### config.mk
export PLATFORM = sky130hd
export DESIGN_NAME = serial_to_parallel
export DESIGN_NICKNAME = d
export VERILOG_FILES = /design/src/rtl/serial_to_parallel.sv
export SDC_FILE = /design/constraint.sdc
export NUM_CORES = 1
export LEC_CHECK = 0
export BUFFER_PORTS_ARGS = -buffer_cell sky130_fd_sc_hd__buf_2
export CAP_MARGIN = 30
export CORE_MARGIN = 2
export CORE_UTILIZATION = 45
export DETAILED_ROUTE_END_ITERATION = 16
export HOLD_SLACK_MARGIN = 0.03
export PLACE_DENSITY = 0.8
export SLEW_MARGIN = 20
export SYNTH_ARGS = -nofsm -noshare
export SYNTH_HDL_FRONTEND = slang
export SYNTH_SLANG_ARGS = --single-unit
export TNS_END_PERCENT = 10
### constraint.sdc
create_clock -name clk -period 1.4 [get_ports clk]
set_input_delay 0.35 -clock clk [delete_from_list [all_inputs] [get_ports clk]]
set_output_delay 0.35 -clock clk [all_outputs]
set_load 0.03 [all_outputs]
### src/rtl/serial_to_parallel.sv
// Serial-to-parallel deserializer: MSB-first bits in over valid/ready, N-bit words out on a registered valid/ready port.
// Optional even-parity trailer bit per word enabled by defining SERIAL_TO_PARALLEL_PARITY_EN.
module serial_to_parallel #(
  parameter int N = 8
) (
  input  logic         clk,
  input  logic         reset,
  input  logic         in_valid,
  input  logic         in_bit,
  output logic         in_ready,
  output logic         out_valid,
  output logic [N-1:0] out_word,
`ifdef SERIAL_TO_PARALLEL_PARITY_EN
  output logic         out_parity_err,
`endif
  input  logic         out_ready
);

`ifdef SERIAL_TO_PARALLEL_PARITY_EN
  localparam int L  = N + 1;
  localparam int SW = N;
`else
  // The final data bit goes straight into out_word, so only N-1 bits ever need holding.
  localparam int L  = N;
  localparam int SW = N - 1;
`endif
  localparam int CW = $clog2(L);
  localparam logic [CW-1:0] LAST = CW'(L - 1);

  logic [SW-1:0] shift;
  logic [CW-1:0] count;
  logic          last;
  logic          accept;
  logic          consume;

  assign last     = (count == LAST);
  assign in_ready = !reset && !(last && out_valid && !out_ready);
  assign accept   = in_valid && in_ready;
  assign consume  = out_valid && out_ready;

  always_ff @(posedge clk) begin
    if (reset) begin
      shift     <= '0;
      count     <= '0;
      out_valid <= 1'b0;
      out_word  <= '0;
`ifdef SERIAL_TO_PARALLEL_PARITY_EN
      out_parity_err <= 1'b0;
`endif
    end else begin
      if (consume) begin
        out_valid <= 1'b0;
      end
      if (accept) begin
        if (!last) begin
          shift <= SW'({shift, in_bit});
          count <= count + 1'b1;
        end else begin
          count     <= '0;
          out_valid <= 1'b1;
`ifdef SERIAL_TO_PARALLEL_PARITY_EN
          out_word       <= shift;
          out_parity_err <= (^shift) ^ in_bit;
`else
          out_word       <= {shift, in_bit};
`endif
        end
      end
    end
  end

endmodule

==> results of run 1 <==
[flip-flops by register name (all words and copies together) (netlist names)]
register,cells
out_valid,1
count,3
shift,7
out_word,8
[critical path, cell delays in order, from the launching register on]
cell     delay, ns
dfxtp_2       0.35
ha_4          0.16
ha_4          0.16
a21oi_4       0.12
buf_6         0.14
[cell families after synthesis]
group | count (synthesis) | synth area share, %
flip-flops | 19 | 49.2
multiplexers | 1 | 1.29
adder cells (fa/ha/maj) | 2 | 3.24
AND/OR/NAND/NOR | 40 | 23.8
buffers and inverters | 7 | 5.50
AO/OA/AOI/OAI | 21 | 17.0
[routing by layer]
| metal | GRT usage [%] | routed length [µm] | part of all wire (%) |
|---|---|---|---|
| met1 | 23.3 | 757 | 47 |
| met5 | 0 | 0 | 0 |
| met2 | 28.7 | 775 | 48 |
| met4 | 6.47 | 13 | 0.80 |
| met3 | 3.97 | 78 | 4.8 |
[per-stage QoR]
step,hold slack [ns],TNS [ns],setup slack (ns),utilization [%]
2_1_floorplan,0.430,0,0.0536,-
3_3_place_gp,0.445,0,0.000850,55.5
3_5_place_dp,0.460,-0.413,-0.0561,55.5
4_1_cts,0.293,-0.164,-0.164,59.9
5_1_grt,0.299,-0.281,-0.215,61.0
6_report,0.306,-0.177,-0.177,61.0
[final cells by class]
type	instances	area (µm²)	area share, %
Clock buffer	4	26.3	2.76
Inverter	1	3.75	0.395
Multi-Input combinational cell	64	404	42.5
Sequential cell	19	383	40.3
Tap cell	16	20.0	2.11
Timing Repair Buffer	19	114	12.0
[repair_timing]
item                                    CTS  global route
pin swaps                                 0             0
hold buffers                              0             0
endpoints found under the setup margin   10            18
buffers inserted                          1             0
resized for setup                         8             5
[power by group through the flow]
| stage | Combinational [mW] | Clock (mW) | Sequential, mW |
|---|---|---|---|
| floorplan | 0.0374 | 0 | 0.565 |
| global placement | 0.0544 | 0 | 0.566 |
| detailed placement | 0.0563 | 0 | 0.566 |
| CTS | 0.0610 | 0.278 | 0.557 |
| global route | 0.0707 | 0.307 | 0.559 |
| finish | 0.0648 | 0.274 | 0.558 |
[cell usage after synthesis (2+ instances only)]
cell type	n
a21oi_1	10
nand2b_1	2
nand3_1	9
dfxtp_1	19
nand2_1	26
ha_1	2
buf_2	4
o211ai_1	8
o21ai_1	2
[path summary, 6_finish.rpt]
path | from | endpoint | slack, ns | cells past startpoint
hold reg to reg | shift[6] | out_word[7] | 0.47 | 2
setup / recovery | count[0] | in_ready | -0.18 | 4
hold / removal | in_bit | out_word[0] | 0.31 | 3
setup reg to reg | count[0] | out_word[4] | 0.04 | 6
==> metrics.md, run 1 <==
| Metric | Value |
|---|---|
| Share of the synthesized area in the top cell type | `49.2%` |
| Port buffer count | `14` |
| Nets | `115` |
| Max Buffers Root-to-Sink | `2` |
| Ant diodes | `0` |
| Die area | `2070 µm²` |
| Drt wl/cell | `13.2 µm` |
| Post-synthesis cell area | `773 µm²` |
| First-pass GRT wire length | `2620 µm` |
| CTS root buffer | `clkbuf_4` |
| Wirelength, routed | `1620 µm` |
| Slew headroom | `77.8%` |
| Syn avg cell area | `8.59 µm²` |
| Setup Skew | `0.00186 ns` |
| Final period utilization | `113%` |
| Worst Path Required | `1.05 ns` |
| Leakage | `0.414 nW` |
| Worst-path clk slew | `0.11 ns` |
| H-tree depth reported by CTS | `1` |
| Ys async rst share | `0%` |
| PD cells | `943 nW/µm²` |
| Global-route congestion overflow total | `0` |
| Fin. max-slew vios | `0` |
| Most used DFF post-synth | `dfxtp_1` |
| Fin. Hold Viols | `0` |
| Final min period | `1.58 ns` |
| Status | `finished, violations left` |
| Net Switching | `0.209 mW` |
| Clk sinks | `19` |
| # fillers | `144` |
| Finished layout cell area | `951 µm²` |
| Worst Hold Class | `primary input to register` |
| Register bit total from synthesis | `19` |
| VDD IR max | `573 µV` |
| Fmax | `634 MHz` |
| Area Growth Syn to Fin | `23.0%` |
| Worst setup margin | `-0.177 ns` |
| Kind of end point of the critical path | `output port` |
| Placed cells | `118` |
| Share of layout cells above drive strength 1 | `31.8%` |
| Placed Area | `866 µm²` |
| Power Internal | `0.687 mW` |
| Final ANT Viol Nets | `0` |
| GPL Wtd Cong | `0.772` |
| Power, Total | `0.897 mW` |
| Synth Warn # | `0` |
| Sw frac | `23.4%` |
| Die X | `45.5 µm` |
| Sequential element share of the synthesized area | `49.2%` |
| Most common cell after layout, fill and taps aside | `nand2_1` |
| Largest net degree at the start of global routing | `14` |
| 1st-pass router iterations | `4` |
| Post-route insts no fill | `123` |
| DRC viols | `0` |
| Via Count | `679` |
| Starting Density | `49.6%` |
| DIE HEIGHT | `45.5 µm` |
| RSZ-0062 raised after global routing | `true` |
| CTS Buf Count | `3` |
| Crit Path Max Fanout | `2` |
| # setup viols final | `1` |
| CP Launch Type | `register` |
| FP Rows | `14` |
| Max Cap Violations | `0` |
| DRT iter0 DRCs | `19` |
| Initial antenna violation count | `0` |
| Worst skew pair latency | `0.29 ns` |
| Dpl hpwl | `1110 µm` |
| Number of synthesized flops with an enable pin | `0` |
| TritonCTS clock tree | `yes` |
| Worst Path Arrival | `1.23 ns` |
| CP Class | `register to output port` |
| Yosys cell types | `17` |
| Logic pwr share | `7.2%` |
| Vias per cell | `5.52` |
| Vias in the first global route | `585` |
| Largest cells by area after synthesis | `dfxtp_1 (49%), nand2_1 (13%), o211ai_1 (7.8%)` |
| Area leader, netlist | `dfxtp_1` |
| IO Count | `15` |
| Gr usage total | `17.8%` |
| Seq pwr share | `62.2%` |
| CORE AREA | `1560 µm²` |
| Commonest cells after routing, fill and taps aside | `nand2_1 (25), dfxtp_1 (17), buf_2 (13)` |
| Mapped Cells | `90` |
| Clk network pwr share | `30.6%` |
| Slew @ Worst Pin | `0.334 ns` |
| Violated checks | `setup timing` |
| Post-synth net total | `97` |
No activity file was read; power rests on OpenSTA's default activity.
==> run 2: changes to the inputs <==
--- a/config.mk
+++ b/config.mk
@@ -7,2 +7,3 @@
 export LEC_CHECK = 0
+export ABC_AREA = 1
 export BUFFER_PORTS_ARGS = -buffer_cell sky130_fd_sc_hd__buf_2
@@ -13,3 +14,3 @@
 export HOLD_SLACK_MARGIN = 0.03
-export PLACE_DENSITY = 0.8
+export PLACE_DENSITY = 0.79
 export SLEW_MARGIN = 20
--- a/constraint.sdc
+++ b/constraint.sdc
@@ -3,2 +3,2 @@
 set_output_delay 0.35 -clock clk [all_outputs]
-set_load 0.03 [all_outputs]
+set_load 0.1 [all_outputs]
==> metrics.md, run 2 <==
| Metric | Value |
|---|---|
| Ys async rst share | `0% (unchanged)` |
| Ant diodes | `0 (unchanged)` |
| Setup Skew | `0.00458 ns (was 0.00186 ns)` |
| Synth Warn # | `0 (unchanged)` |
| Post-route insts no fill | `149 (was 123)` |
| Vias in the first global route | `599 (was 585)` |
| Most common cell after layout, fill and taps aside | `inv_1 (was nand2_1)` |
| Violated checks | `setup timing (unchanged)` |
| Worst Path Required | `1.05 ns (about the same)` |
| Die X | `46.7 µm (was 45.5 µm)` |
| Vias per cell | `4.54 (was 5.52)` |
| Worst r2r src | `count[1] (was count[0])` |
| H-tree depth reported by CTS | `1 (unchanged)` |
| Status | `finished, violations left (unchanged)` |
| Placed cells | `143 (was 118)` |
| WP buf/inv | `1 (unchanged)` |
| # setup viols final | `1 (unchanged)` |
| Worst skew pair latency | `0.30 ns (was 0.29 ns)` |
| Worst Hold Class | `primary input to register (unchanged)` |
| GPL Wtd Cong | `0.770 (was 0.772)` |
| Worst path slowest cell | `dfxtp_2 (unchanged)` |
| Fin. Hold Viols | `0 (unchanged)` |
| Gr usage total | `15.9% (was 17.8%)` |
| R2R Path End | `shift[2] (was out_word[4])` |
| CORE AREA | `1730 µm² (was 1560 µm²)` |
| Final min period | `1.64 ns (was 1.58 ns)` |
| Leading cell types by count after synthesis | `inv_1 (20), dfxtp_1 (19), nand2_1 (18) (was nand2_1 (26), dfxtp_1 (19), a21oi_1 (10))` |
| Hold path startpoint | `in_bit (unchanged)` |
| Share of the synthesized area in the top cell type | `46.4% (was 49.2%)` |
| Starting Density | `47.5% (was 49.6%)` |
| Nets | `132 (was 115)` |
| Initial antenna violation count | `0 (unchanged)` |
| FF+latch area | `387 µm² (was 383 µm²)` |
| Port buffer count | `14 (unchanged)` |
| Min Hold Slack | `0.298 ns (was 0.306 ns)` |
| Final Util | `63.3% (was 61.0%)` |
| CTS root buffer | `clkbuf_4 (unchanged)` |
| 1st-pass router iterations | `4 (unchanged)` |
| Fin. max-slew vios | `0 (unchanged)` |
| Fmax | `611 MHz (was 634 MHz)` |
| Max Cap Violations | `0 (unchanged)` |
| IO Count | `15 (unchanged)` |
| PD cells | `844 nW/µm² (was 943 nW/µm²)` |
| Slew headroom | `81.6% (was 77.8%)` |
| CP Launch Type | `register (unchanged)` |
| Worst setup margin | `-0.236 ns (was -0.177 ns)` |
| DIE HEIGHT | `46.7 µm (was 45.5 µm)` |
| DRT iter0 DRCs | `8 (was 19)` |
| Count leader, synth | `inv_1 (was nand2_1)` |
| Worst path cell trace | `ha_4, ha_4, a21oi_4, buf_12 (was ha_4, ha_4, a21oi_4, buf_6)` |
| First-pass GRT wire length | `2460 µm (was 2620 µm)` |
| TritonCTS clock tree | `yes (unchanged)` |
| Reg with most FFs | `out_word (unchanged)` |
| Mapped Cells | `107 (was 90)` |
| Largest net degree at the start of global routing | `18 (was 14)` |
| Sequential element share of the synthesized area | `46.4% (was 49.2%)` |
| Post-synthesis cell area | `820 µm² (was 773 µm²)` |
| Most common cell on crit path | `ha_4 (unchanged)` |
| Max incr delay on CP | `0.35 ns (about the same)` |
| CTS Buf Count | `3 (unchanged)` |
| Hold Path Stages | `3 (unchanged)` |
| Reg2Reg Setup Slack | `0.03 ns (was 0.04 ns)` |
| # fillers | `143 (was 144)` |
| Yosys cell types | `15 (was 17)` |
| Syn avg cell area | `7.66 µm² (was 8.59 µm²)` |
| Number of synthesized flops with an enable pin | `0 (unchanged)` |
| Worst-path clk slew | `0.10 ns (was 0.11 ns)` |
| Hold Path End | `out_word[0] (unchanged)` |
| Post-synth net total | `114 (was 97)` |
| Worst Path Arrival | `1.29 ns (was 1.23 ns)` |
| Share of layout cells above drive strength 1 | `26.6% (was 31.8%)` |
| Most used DFF post-synth | `dfxtp_1 (unchanged)` |
| Largest regs | `out_word: 8 flops, shift: 7 flops, count: 3 flops (unchanged)` |
| VDD IR max | `575 µV (was 573 µV)` |
| RSZ-0062 raised after global routing | `true (unchanged)` |
| Area leader, netlist | `dfxtp_1 (unchanged)` |
| Dpl hpwl | `986 µm (was 1110 µm)` |
| Register bit total from synthesis | `19 (unchanged)` |
| Kind of end point of the critical path | `output port (unchanged)` |
| DRC viols | `0 (unchanged)` |
| Slew @ Worst Pin | `0.278 ns (was 0.334 ns)` |
| Wirelength, routed | `1360 µm (was 1620 µm)` |
| Final period utilization | `117% (was 113%)` |
| Largest delay share family, worst path | `flip-flops (unchanged)` |
| CP Class | `register to output port (unchanged)` |
| Leakage | `0.511 nW (was 0.414 nW)` |
| Area Growth Syn to Fin | `33.4% (was 23.0%)` |
| Commonest cells after routing, fill and taps aside | `inv_1 (19), nand2_1 (17), nor2_1 (16), dfxtp_1 (16), a21oi_1 (10) (was nand2_1 (25), dfxtp_1 (17), buf_2 (13))` |
| Via Count | `677 (was 679)` |
| Crit Path Max Fanout | `2 (unchanged)` |
| Die area | `2180 µm² (was 2070 µm²)` |
| Largest cells by area after synthesis | `dfxtp_1 (46%), inv_1 (9.2%), nand2_1 (8.2%) (was dfxtp_1 (49%), nand2_1 (13%), o211ai_1 (7.8%))` |
| Max Buffers Root-to-Sink | `2 (unchanged)` |
| Cells on worst reg2reg path | `7 (was 6)` |
| Largest register FFs | `8 (unchanged)` |
| Clk sinks | `19 (unchanged)` |
| Global-route congestion overflow total | `0 (unchanged)` |
| Setup TNS | `-0.236 ns (was -0.177 ns)` |
| FP Rows | `15 (was 14)` |
| Hold_buf cts | `0 (unchanged)` |
| Multi-input gate area | `364 µm² (was 404 µm²)` |
| Final ANT Viol Nets | `0 (unchanged)` |
| Drt wl/cell | `9.14 µm (was 13.2 µm)` |
## run 2: changes by cell type in the layout (fill, tap and decap cells not counted), sizes merged, moves of 2 or more
cell    change
buf         -2
inv        +20
nand2       -7
nand2b      -2
nand3       -5
nand4       +3
nor2       +16
nor2b       -2
o211ai      -8
o21ai       +6
## run 2: cell type report
class | instances | share of cell area [%]
timing repair buffer | 17 | 18.8
sequential | 19 | 35.4
inverter | 21 | 7.21
clock buffer | 3 | 2.06
tap | 25 | 2.86
clock inverter | 1 | 0.458
multi-input combinational | 63 | 33.3
## run 2: where the power goes
group / internal (mW) / switching (mW)
registers: 0.555 / 0.0125
clock network: 0.106 / 0.165
logic: 0.0316 / 0.0527
## run 2: how the worst max path moves through the flow
stage / slack (ns) / cells past startpoint / start / endpoint
2_1_floorplan: -0.16 / 3 / count[0] / in_ready
3_3_place_gp: 0.08 / 6 / out_ready / in_ready
3_5_place_dp: 0.02 / 6 / count[0] / shift[2]
4_1_cts: -0.27 / 4 / count[0] / in_ready
5_1_grt: -0.29 / 4 / count[1] / in_ready
6_report: -0.24 / 4 / count[1] / in_ready
## run 2: logic make-up (layout without fill, tap and decap cells)
group | after synthesis | count (layout) | share of synthesized area (%)
flip-flops | 19 | 19 | 46.4
AND/OR/NAND/NOR | 42 | 42 | 23.5
adder cells (fa/ha/maj) | 2 | 2 | 3.05
buffers and inverters | 25 | 42 | 15.4
AO/OA/AOI/OAI | 19 | 19 | 11.6
## run 2: stage by stage
step	cell area [µm²]	total power [mW]	setup WS (ns)
after floorplan	870	0.636	-0.155
after global placement	1040	0.654	0.0791
after detailed placement	1040	0.656	0.0152
after CTS	1090	0.932	-0.270
after global routing	1090	0.968	-0.288
final	1090	0.923	-0.236
## run 2: layer usage
metal / part of all wire [%] / GRT usage (%) / vias up
li1: - / - / 364
met1: 51 / 21.7 / 295
met2: 43 / 23.3 / 14
met3: 3.2 / 3.53 / 4
met4: 2.3 / 8.33 / 0
met5: 0 / 0 / -
## run 2: tightest hold or removal path: stages
cell and delay, ns:
buf_2 0.09, nor2_1 0.04, nor2_1 0.08
## run 2: timing repair
action                                  CTS  global route
gates resized for setup                   6             6
endpoints found under the setup margin    5            16
setup buffers                             2             0
pin swaps                                 3             4
